**src/rtl/alu_logic_arbiter.sv**
```systemverilog
// alu_logic_arbiter: round-robin arbiter and sequencer that shares one
// 16-bit logic/arithmetic unit between two requesters. Each accepted
// request is latched, executed for one cycle, and returned as a registered,
// tagged result held until the consumer takes it.
// Optional build macro: ALU_ARB_STATS_EN adds saturating per-requester
// grant counters (grant_cnt0 / grant_cnt1).
module alu_logic_arbiter #(
  parameter int WIDTH = 16
) (
  input  logic             clk,
  input  logic             reset,
  input  logic [1:0]       req_valid,
  input  logic [2:0]       req_op0,
  input  logic [2:0]       req_op1,
  input  logic [WIDTH-1:0] req_a0,
  input  logic [WIDTH-1:0] req_b0,
  input  logic [WIDTH-1:0] req_a1,
  input  logic [WIDTH-1:0] req_b1,
  output logic [1:0]       req_ready,
  output logic             rsp_valid,
  input  logic             rsp_ready,
  output logic             rsp_id,
  output logic [WIDTH-1:0] rsp_data,
  output logic             rsp_zero
`ifdef ALU_ARB_STATS_EN
  ,
  output logic [7:0]       grant_cnt0,
  output logic [7:0]       grant_cnt1
`endif
);

  typedef enum logic [1:0] {
    IDLE = 2'd0,
    EXEC = 2'd1,
    HOLD = 2'd2
  } state_e;

  typedef enum logic [2:0] {
    OP_AND  = 3'd0,
    OP_OR   = 3'd1,
    OP_XOR  = 3'd2,
    OP_NOR  = 3'd3,
    OP_NAND = 3'd4,
    OP_NOT  = 3'd5,
    OP_ADD  = 3'd6,
    OP_SUB  = 3'd7
  } op_e;

  state_e           state_q, state_d;
  logic             last_grant;
  logic             winner;
  logic             accept;
  op_e              op_q;
  logic [WIDTH-1:0] a_q, b_q;
  logic             id_q;
  logic [WIDTH-1:0] alu_result;

  // Round-robin pick: a lone requester wins; on a tie the one not granted last wins.
  always_comb begin
    winner = req_valid[1] & (~req_valid[0] | ~last_grant);
  end

  // Next-state and handshake decode; req_ready depends only on state, req_valid, last_grant.
  always_comb begin
    state_d   = state_q;
    req_ready = '0;
    accept    = 1'b0;
    case (state_q)
      IDLE: begin
        if (|req_valid) begin
          req_ready = winner ? 2'b10 : 2'b01;
          accept    = 1'b1;
          state_d   = EXEC;
        end
      end
      EXEC: begin
        state_d = HOLD;
      end
      HOLD: begin
        if (rsp_ready) begin
          state_d = IDLE;
        end
      end
      default: begin
        state_d = IDLE;
      end
    endcase
  end

  // Shared logic/arithmetic unit operating on the latched operands.
  always_comb begin
    alu_result = '0;
    case (op_q)
      OP_AND:  alu_result = a_q & b_q;
      OP_OR:   alu_result = a_q | b_q;
      OP_XOR:  alu_result = a_q ^ b_q;
      OP_NOR:  alu_result = ~(a_q | b_q);
      OP_NAND: alu_result = ~(a_q & b_q);
      OP_NOT:  alu_result = ~a_q;
      OP_ADD:  alu_result = a_q + b_q;
      OP_SUB:  alu_result = a_q - b_q;
      default: alu_result = '0;
    endcase
  end

  // State register, request capture and registered response.
  always_ff @(posedge clk) begin
    if (reset) begin
      state_q    <= IDLE;
      last_grant <= 1'b1;
      op_q       <= OP_AND;
      a_q        <= '0;
      b_q        <= '0;
      id_q       <= 1'b0;
      rsp_valid  <= 1'b0;
      rsp_id     <= 1'b0;
      rsp_data   <= '0;
      rsp_zero   <= 1'b0;
    end else begin
      state_q <= state_d;
      if (accept) begin
        op_q       <= winner ? op_e'(req_op1) : op_e'(req_op0);
        a_q        <= winner ? req_a1 : req_a0;
        b_q        <= winner ? req_b1 : req_b0;
        id_q       <= winner;
        last_grant <= winner;
      end
      if (state_q == EXEC) begin
        rsp_data  <= alu_result;
        rsp_zero  <= (alu_result == '0);
        rsp_id    <= id_q;
        rsp_valid <= 1'b1;
      end else if (state_q == HOLD && rsp_ready) begin
        rsp_valid <= 1'b0;
      end
    end
  end

`ifdef ALU_ARB_STATS_EN
  // Per-requester accepted-request counters, saturating at 255.
  always_ff @(posedge clk) begin
    if (reset) begin
      grant_cnt0 <= '0;
      grant_cnt1 <= '0;
    end else if (accept) begin
      if (!winner && grant_cnt0 != '1) begin
        grant_cnt0 <= grant_cnt0 + 8'd1;
      end
      if (winner && grant_cnt1 != '1) begin
        grant_cnt1 <= grant_cnt1 + 8'd1;
      end
    end
  end
`endif

endmodule

```
**config.mk**
```make
export PLATFORM = sky130hd
export DESIGN_NAME = alu_logic_arbiter
export DESIGN_NICKNAME = d
export VERILOG_FILES = /design/src/rtl/alu_logic_arbiter.sv
export SDC_FILE = /design/constraint.sdc
export NUM_CORES = 1
export LEC_CHECK = 0
export ABC_AREA = 1
export CORE_UTILIZATION = 53
export CTS_CLUSTER_DIAMETER = 80
export DETAILED_ROUTE_END_ITERATION = 10
export PLACE_DENSITY = 0.81
export SLEW_MARGIN = 20
export SYNTH_ARGS = -nofsm -noshare
export SYNTH_HDL_FRONTEND = slang
export SYNTH_SLANG_ARGS = --single-unit
```
**constraint.sdc**
```tcl
create_clock -name clk -period 4.1 [get_ports clk]
set_input_delay 0.615 -clock clk [delete_from_list [all_inputs] [get_ports clk]]
set_output_delay 0.615 -clock clk [all_outputs]
set_load 0.1 [all_outputs]
```
==> metrics.yaml, run 1 <==
status: "finished clean"
clock_sinks: 58
area_delta_synth_final_pct: 26.2
dr.pass1.iters: 7
coreArea_mm2: 0.00885
synth_cell_types: 38
cts_buffers: 9
synth_compound_area_share_pct: 16.8
io-pin-count: 96
root_buffer: "clkbuf_8"
yosys.area_share.simple_pct: 33.2
dp_hpwl_um: 12500
synth-adder-area-share_pct: 12.7
syn_area_mm2: 0.00490
synth_most_common_cell: "nand2_1"
synth_area_leaders: "dfxtp_1, nand2_1, ha_1"
track_usage_pct: 33.8
ant_nets: 0
drive_above_1_share_pct: 5.46
grt_pass1_vias: 5127
synth-warning-count: 0
fp-row-count: 34
syn_inst: 789
power.switching_mw: 1.12
utilization_pct: 69.8
remaining_drc_errors: 0
wl_um: 15900
synth.top_cell.area_share_pct: 23.7
die_w_um: 98.1
drt_iter0_drc: 486
seq_area_frac_synth_pct: 23.7
clockBufferDepth: 2
period_needed_ns: 3.51
post_drt_wl_per_cell_um: 16.1
grt_pass1_wl_um: 25400
finalSetupTns_ns: 0
synth_ff_type: "dfxtp_1"
vias: 5507
worst_setup_path_start_kind: "flip-flop"
min-delay-path-class: "flip-flop to flip-flop"
vdd_drop_max_v: 0.000204
n_antenna_cell: 0
cts_tree: "done"
cp.required_ns: 4.32
drt-vias-per-instance: 5.58
synth.largest_area_cell: "dfxtp_1"
antenna_found_initial: 0
max_freq_ghz: 0.285
path_clk_slew_ns: 0.08
worst_setup_path_end_kind: "flip-flop"
cp_max_fo: 6
synth_nets: 913
overflow: 0
p_int_mw: 1.44
p_per_area_mw_per_mm2: 414
max_cap_viol_count: 0
postCtsHoldBufs: 0
synth_enable_flop_cells: 0
cp_data_arrival_time_ns: 3.74
drv_slew: 0
switching_share_pct: 43.8
port-buffer-count: 95
synth-xor-area-share_pct: 2.50
muxShareOfSynthArea_pct: 0
placedInstanceArea_mm2: 0.00593
slew_headroom_pct: 32.3
htreeDepth: 3
synth-seq-cells: 58
synth_top_family_by_area: "simple AND/OR/NAND/NOR gates"
crit_type: "flip-flop to flip-flop"
p_seq_share_pct: 27.5
initial_core_util_pct: 55.3
die_y_um: 98.1
setup_violations: 0
async_reset_ff_share_pct: 0
skew_ns: 0.0124
power_frac_comb_pct: 46.2
rsz0062_at_grt: "false"
clock_latency_ns: 0.35
nNetsFinal: 998
netlist_top_cells_count: "nand2_1, inv_1, nor2_1"
clockPowerShare_pct: 26.3
p_leak_nw: 2.90
timing.final.crit_share_pct: 85.7
grt_max_degree: 39
stdcell_area_mm2: 0.00618
place_congestion: 0.954
finalHoldViolations: 0
worst_pin_slew_ns: 1.01
dieArea_mm2: 0.00963
synth_area_per_cell_um2: 6.21
[logic make-up after synthesis]
logic type / after synthesis
AND/OR/NAND/NOR: 386
AO/OA/AOI/OAI: 143
buffers and inverters: 139
flip-flops: 58
adder cells (fa/ha/maj): 49
XOR/XNOR: 14
[sequential cells by signal, indices dropped and copies added (netlist names)]
signal,count
rsp_id,1
a_q,16
state_q,2
op_q,3
rsp_zero,1
last_grant,1
rsp_valid,1
id_q,1
b_q,16
rsp_data,16
[repair_timing]
item,in CTS,in global routing
resized for setup,0,1
buffers inserted,0,0
endpoints found under the setup margin,0,1
[layout by cell type (no fill, tap or decap), types with 7 or more instances in the layout]
cell	instances
nor2_1	70
nand2_1	225
o22ai_1	8
clkbuf_8	9
xor2_1	14
a21oi_1	29
nor3_1	11
dfxtp_1	58
a31oi_1	28
ha_1	48
or2_2	7
o21ai_0	52
nand3_1	47
clkdlybuf4s50_1	93
a221oi_1	8
buf_4	7
inv_1	106
nand3b_1	7
[path summary, 6_finish.rpt]
check,depth (start not counted),endpoint,slack (ns),start
hold reg to reg,2,rsp_valid,0.47,rsp_valid
hold / removal,2,rsp_valid,0.47,rsp_valid
setup / recovery,25,rsp_zero,0.59,b_q[1]
setup reg to reg,25,rsp_zero,0.59,b_q[1]
[critical path, stage by stage, from the launching register on]
cell     delay [ns]
dfxtp_1        0.34
inv_1          0.11
ha_1           0.15
inv_1          0.04
nor3_1         0.14
inv_1          0.08
nor3_1         0.26
nand2_1        0.09
nor2_1         0.13
nand3_1        0.08
nand2_1        0.11
xor2_1         0.17
inv_1          0.06
ha_1           0.35
nand2_1        0.18
inv_1          0.05
a21oi_1        0.22
inv_1          0.06
nand2_1        0.06
nand3_1        0.11
nand2_1        0.10
nand2_1        0.06
o21ai_1        0.18
a21oi_1        0.09
nand3_1        0.09
a21oi_1        0.06
[stage by stage]
stage,setup WS [ns],power [mW],instances,hold slack (ns)
global route,0.0188,2.70,987,0.507
finish,0.587,2.56,987,0.472
detailed placement,0.543,1.87,971,0.464
CTS,0.545,2.54,987,0.474
floorplan,1.19,1.52,789,0.433
global placement,0.618,1.85,971,0.450
[power by group through the flow]
stage	Combinational [mW]	Sequential, mW	Clock, mW
finish	1.18	0.704	0.673
global route	1.29	0.709	0.703
CTS	1.16	0.699	0.676
detailed placement	1.15	0.712	0
global placement	1.14	0.707	0
floorplan	0.698	0.824	0
[final cells by class]
type                       count  area [um2]
fill                         764        2670
tap                          108         135
timing repair buffer         102        1020
sequential                    58        1160
multi-input combinational    592        3190
clock inverter                 7         125
inverter                     111         417
clock buffer                   9         124
[metal layers]
layer  global-route usage, %  vias to the layer above  part of all wire [%]
met4                    14.1                        0                   2.9
met2                    55.0                      309                    45
li1                        -                     2742                     -
met3                    6.94                       29                   9.1
met1                    43.5                     2427                    43
met5                       0                        -                     0
(Power assumes the default switching activity.)
==> run 2: changes to the inputs <==
--- a/config.mk
+++ b/config.mk
@@ -5,11 +5,10 @@
 export SDC_FILE = /design/constraint.sdc
 export NUM_CORES = 1
 export LEC_CHECK = 0
-export ABC_AREA = 1
 export CORE_UTILIZATION = 53
 export CTS_CLUSTER_DIAMETER = 80
 export DETAILED_ROUTE_END_ITERATION = 10
-export PLACE_DENSITY = 0.81
+export PLACE_DENSITY = 0.8
 export SLEW_MARGIN = 20
 export SYNTH_ARGS = -nofsm -noshare
 export SYNTH_HDL_FRONTEND = slang
==> run 2 against run 1 <==
Clock skew about the same. Sequential power up 2%. First-iteration DRC count down 30%. Register-to-register slack about the same. Setup slack better by 0.012 ns. Critical endpoint unchanged. Sequential share of layout area up 0.20 points. Die area up 1.6%. Largest cell class unchanged. Synthesized cell count down 22%. Synthesized area up 1.6%. Fmax up 0.35%. Utilization down 1.0 points.
==> metrics.yaml, run 2 <==
placedInstanceArea_mm2: 0.00596
final_cells: 803
layout_common_cells: "clkdlybuf4s50_1, nor2_1, dfxtp_1"
cts_tree: "done"
cpPeakStageDelay_ns: 0.69
p_per_area_mw_per_mm2: 383
vdd_drop_max_v: 0.000190
max_cap_viol_count: 0
grt_max_degree: 45
nNetsFinal: 814
cp_data_arrival_time_ns: 3.79
grt_pass1_vias: 4617
dieArea_mm2: 0.00978
place_congestion: 0.954
cp_max_fo: 16
cp.required_ns: 4.39
synth_top_family_by_area: "compound AO/OA/AOI/OAI gates"
antenna_found_initial: 0
synth_area_leaders: "dfxtp_1, ha_1, mux2i_1"
timing.rr.end: "rsp_zero"
p_leak_nw: 2.45
synth_cell_types: 78
dr.pass1.iters: 7
grt_pass1_wl_um: 22100
drv_slew: 0
postCtsHoldBufs: 0
n_antenna_cell: 0
fp-row-count: 34
clockBufferDepth: 2
multiInputGateArea_mm2: 0.00344
ant_nets: 0
rsz0062_at_grt: "false"
seq_area_frac_synth_pct: 23.3
area_delta_synth_final_pct: 23.0
netlist_top_cells_count: "nor2_1, dfxtp_1, ha_1"
synth-seq-cells: 58
remaining_drc_errors: 0
path_cells: "and2_1 -> nand2_1 -> a21o_1 -> fa_1 -> nand2b_1 -> a21oi_4 -> o2111ai_2 -> and4_1 -> or3_1 -> and3b_1 -> nand4_1 -> o21ai_1"
cts_buffers: 9
n_fill_cell: 729
coreArea_mm2: 0.00889
place_inst: 787
wl_um: 13300
cts_setup_buffers: 0
synth_most_common_cell: "nor2_1"
final_common_cell: "clkdlybuf4s50_1"
synth-xor-area-share_pct: 5.28
clock_sinks: 58
slew_headroom_pct: 34.3
setup_violations: 0
yosys.area_share.simple_pct: 18.4
reg2reg_from: "op_q[2]"
cp_slowest_cell: "dfxtp_1"
port-buffer-count: 95
min-delay-path-class: "flip-flop to flip-flop"
r2r_setup_slack_ns: 0.60
async_reset_ff_share_pct: 0
synth_nets: 737
skew_ns: 0.0124
status: "finished clean"
whs_path_depth: 2
drive_above_1_share_pct: 7.77
finalHoldViolations: 0
ff2ff_path_depth: 12
synth_ff_type: "dfxtp_1"
min_from: "rsp_data[9]"
synth.largest_area_cell: "dfxtp_1"
max_freq_ghz: 0.286
synth_enable_flop_cells: 0
muxShareOfSynthArea_pct: 7.74
synth.top_cell.area_share_pct: 23.3
crit_type: "flip-flop to flip-flop"
min_to: "rsp_data[9]"
synth-warning-count: 0
register_area_mm2: 0.00116
die_w_um: 98.9
path_clk_slew_ns: 0.07
synth_area_per_cell_um2: 8.12
post_drt_wl_per_cell_um: 16.5
root_buffer: "clkbuf_8"
worst_setup_path_start_kind: "flip-flop"
worst_pin_slew_ns: 0.982
track_usage_pct: 28.5
clock_latency_ns: 0.36
largestRegisters: "a_q (16), b_q (16), rsp_data (16)"
cts-resized-gates: 0
stdcell_area_mm2: 0.00612
drt-vias-per-instance: 6.09
initial_core_util_pct: 56.0
die_y_um: 98.9
finalSetupTns_ns: 0
htreeDepth: 3
period_needed_ns: 3.50
vias: 4891
syn_area_mm2: 0.00498
dp_hpwl_um: 10200
synth-adder-area-share_pct: 12.5
synth_compound_area_share_pct: 25.2
syn_inst: 613
timing.final.crit_share_pct: 85.4
worst_setup_path_end_kind: "flip-flop"
io-pin-count: 96
drt_iter0_drc: 341
overflow: 0
-- run 2: worst max-delay path by stage --
stage / from / end / slack, ns / cells after the start
final: op_q[2] / rsp_zero / 0.60 / 12
after global routing: op_q[2] / rsp_zero / 0.34 / 14
after CTS: b_q[1] / rsp_zero / 0.64 / 13
after detailed placement: b_q[1] / rsp_zero / 0.69 / 13
after global placement: b_q[1] / rsp_zero / 0.78 / 13
after floorplan: op_q[2] / rsp_zero / 0.97 / 14
-- run 2: through the flow --
stage	setup slack (ns)	util, %	power (mW)	hold slack (ns)
after CTS	0.642	68.8	2.34	0.455
after floorplan	0.966	-	1.57	0.431
after detailed placement	0.688	67.0	1.87	0.447
final	0.600	68.8	2.35	0.454
after global placement	0.784	67.0	1.83	0.444
after global routing	0.343	68.8	2.50	0.475
-- run 2: cell type report --
type	instances	share of cell area, %
multi-input cells	471	56.2
well taps	108	2.21
repair buffers	107	17.3
inverters	43	2.64
flip-flops and latches	58	19.0
clock inverters	5	0.511
clock buffers	11	2.15
-- run 2: where the power goes --
| group | switching (mW) | internal, mW |
|---|---|---|
| Combinational | 0.701 | 0.464 |
| Clock | 0.248 | 0.217 |
| Sequential | 0.0897 | 0.625 |
-- run 2: cell families (layout without fill, tap and decap cells) --
logic type | Yosys count | in the layout
AND/OR/NAND/NOR | 185 | 185
flip-flops | 58 | 58
AO/OA/AOI/OAI | 169 | 169
multiplexers | 38 | 38
buffers and inverters | 84 | 166
XOR/XNOR | 30 | 30
adder cells (fa/ha/maj) | 49 | 49
-- run 2: worst max-delay path, delay by kind of cell (launching register included) --
family,cells,cell delay (ns)
adder cells (fa/ha/maj),1,0.44
flip-flops,1,0.69
AND/OR/NAND/NOR,7,1.51
AO/OA/AOI/OAI,4,0.77
-- run 2: routing by layer --
metal | share of wire, % | track usage [%] | routed length [um] | vias up
li1 | - | - | - | 2398
met2 | 46 | 45.2 | 6040 | 200
met5 | 0 | 0 | 0 | -
met1 | 47 | 38.3 | 6170 | 2263
met4 | 2.2 | 10.3 | 295 | 0
met3 | 5.7 | 5.46 | 753 | 30
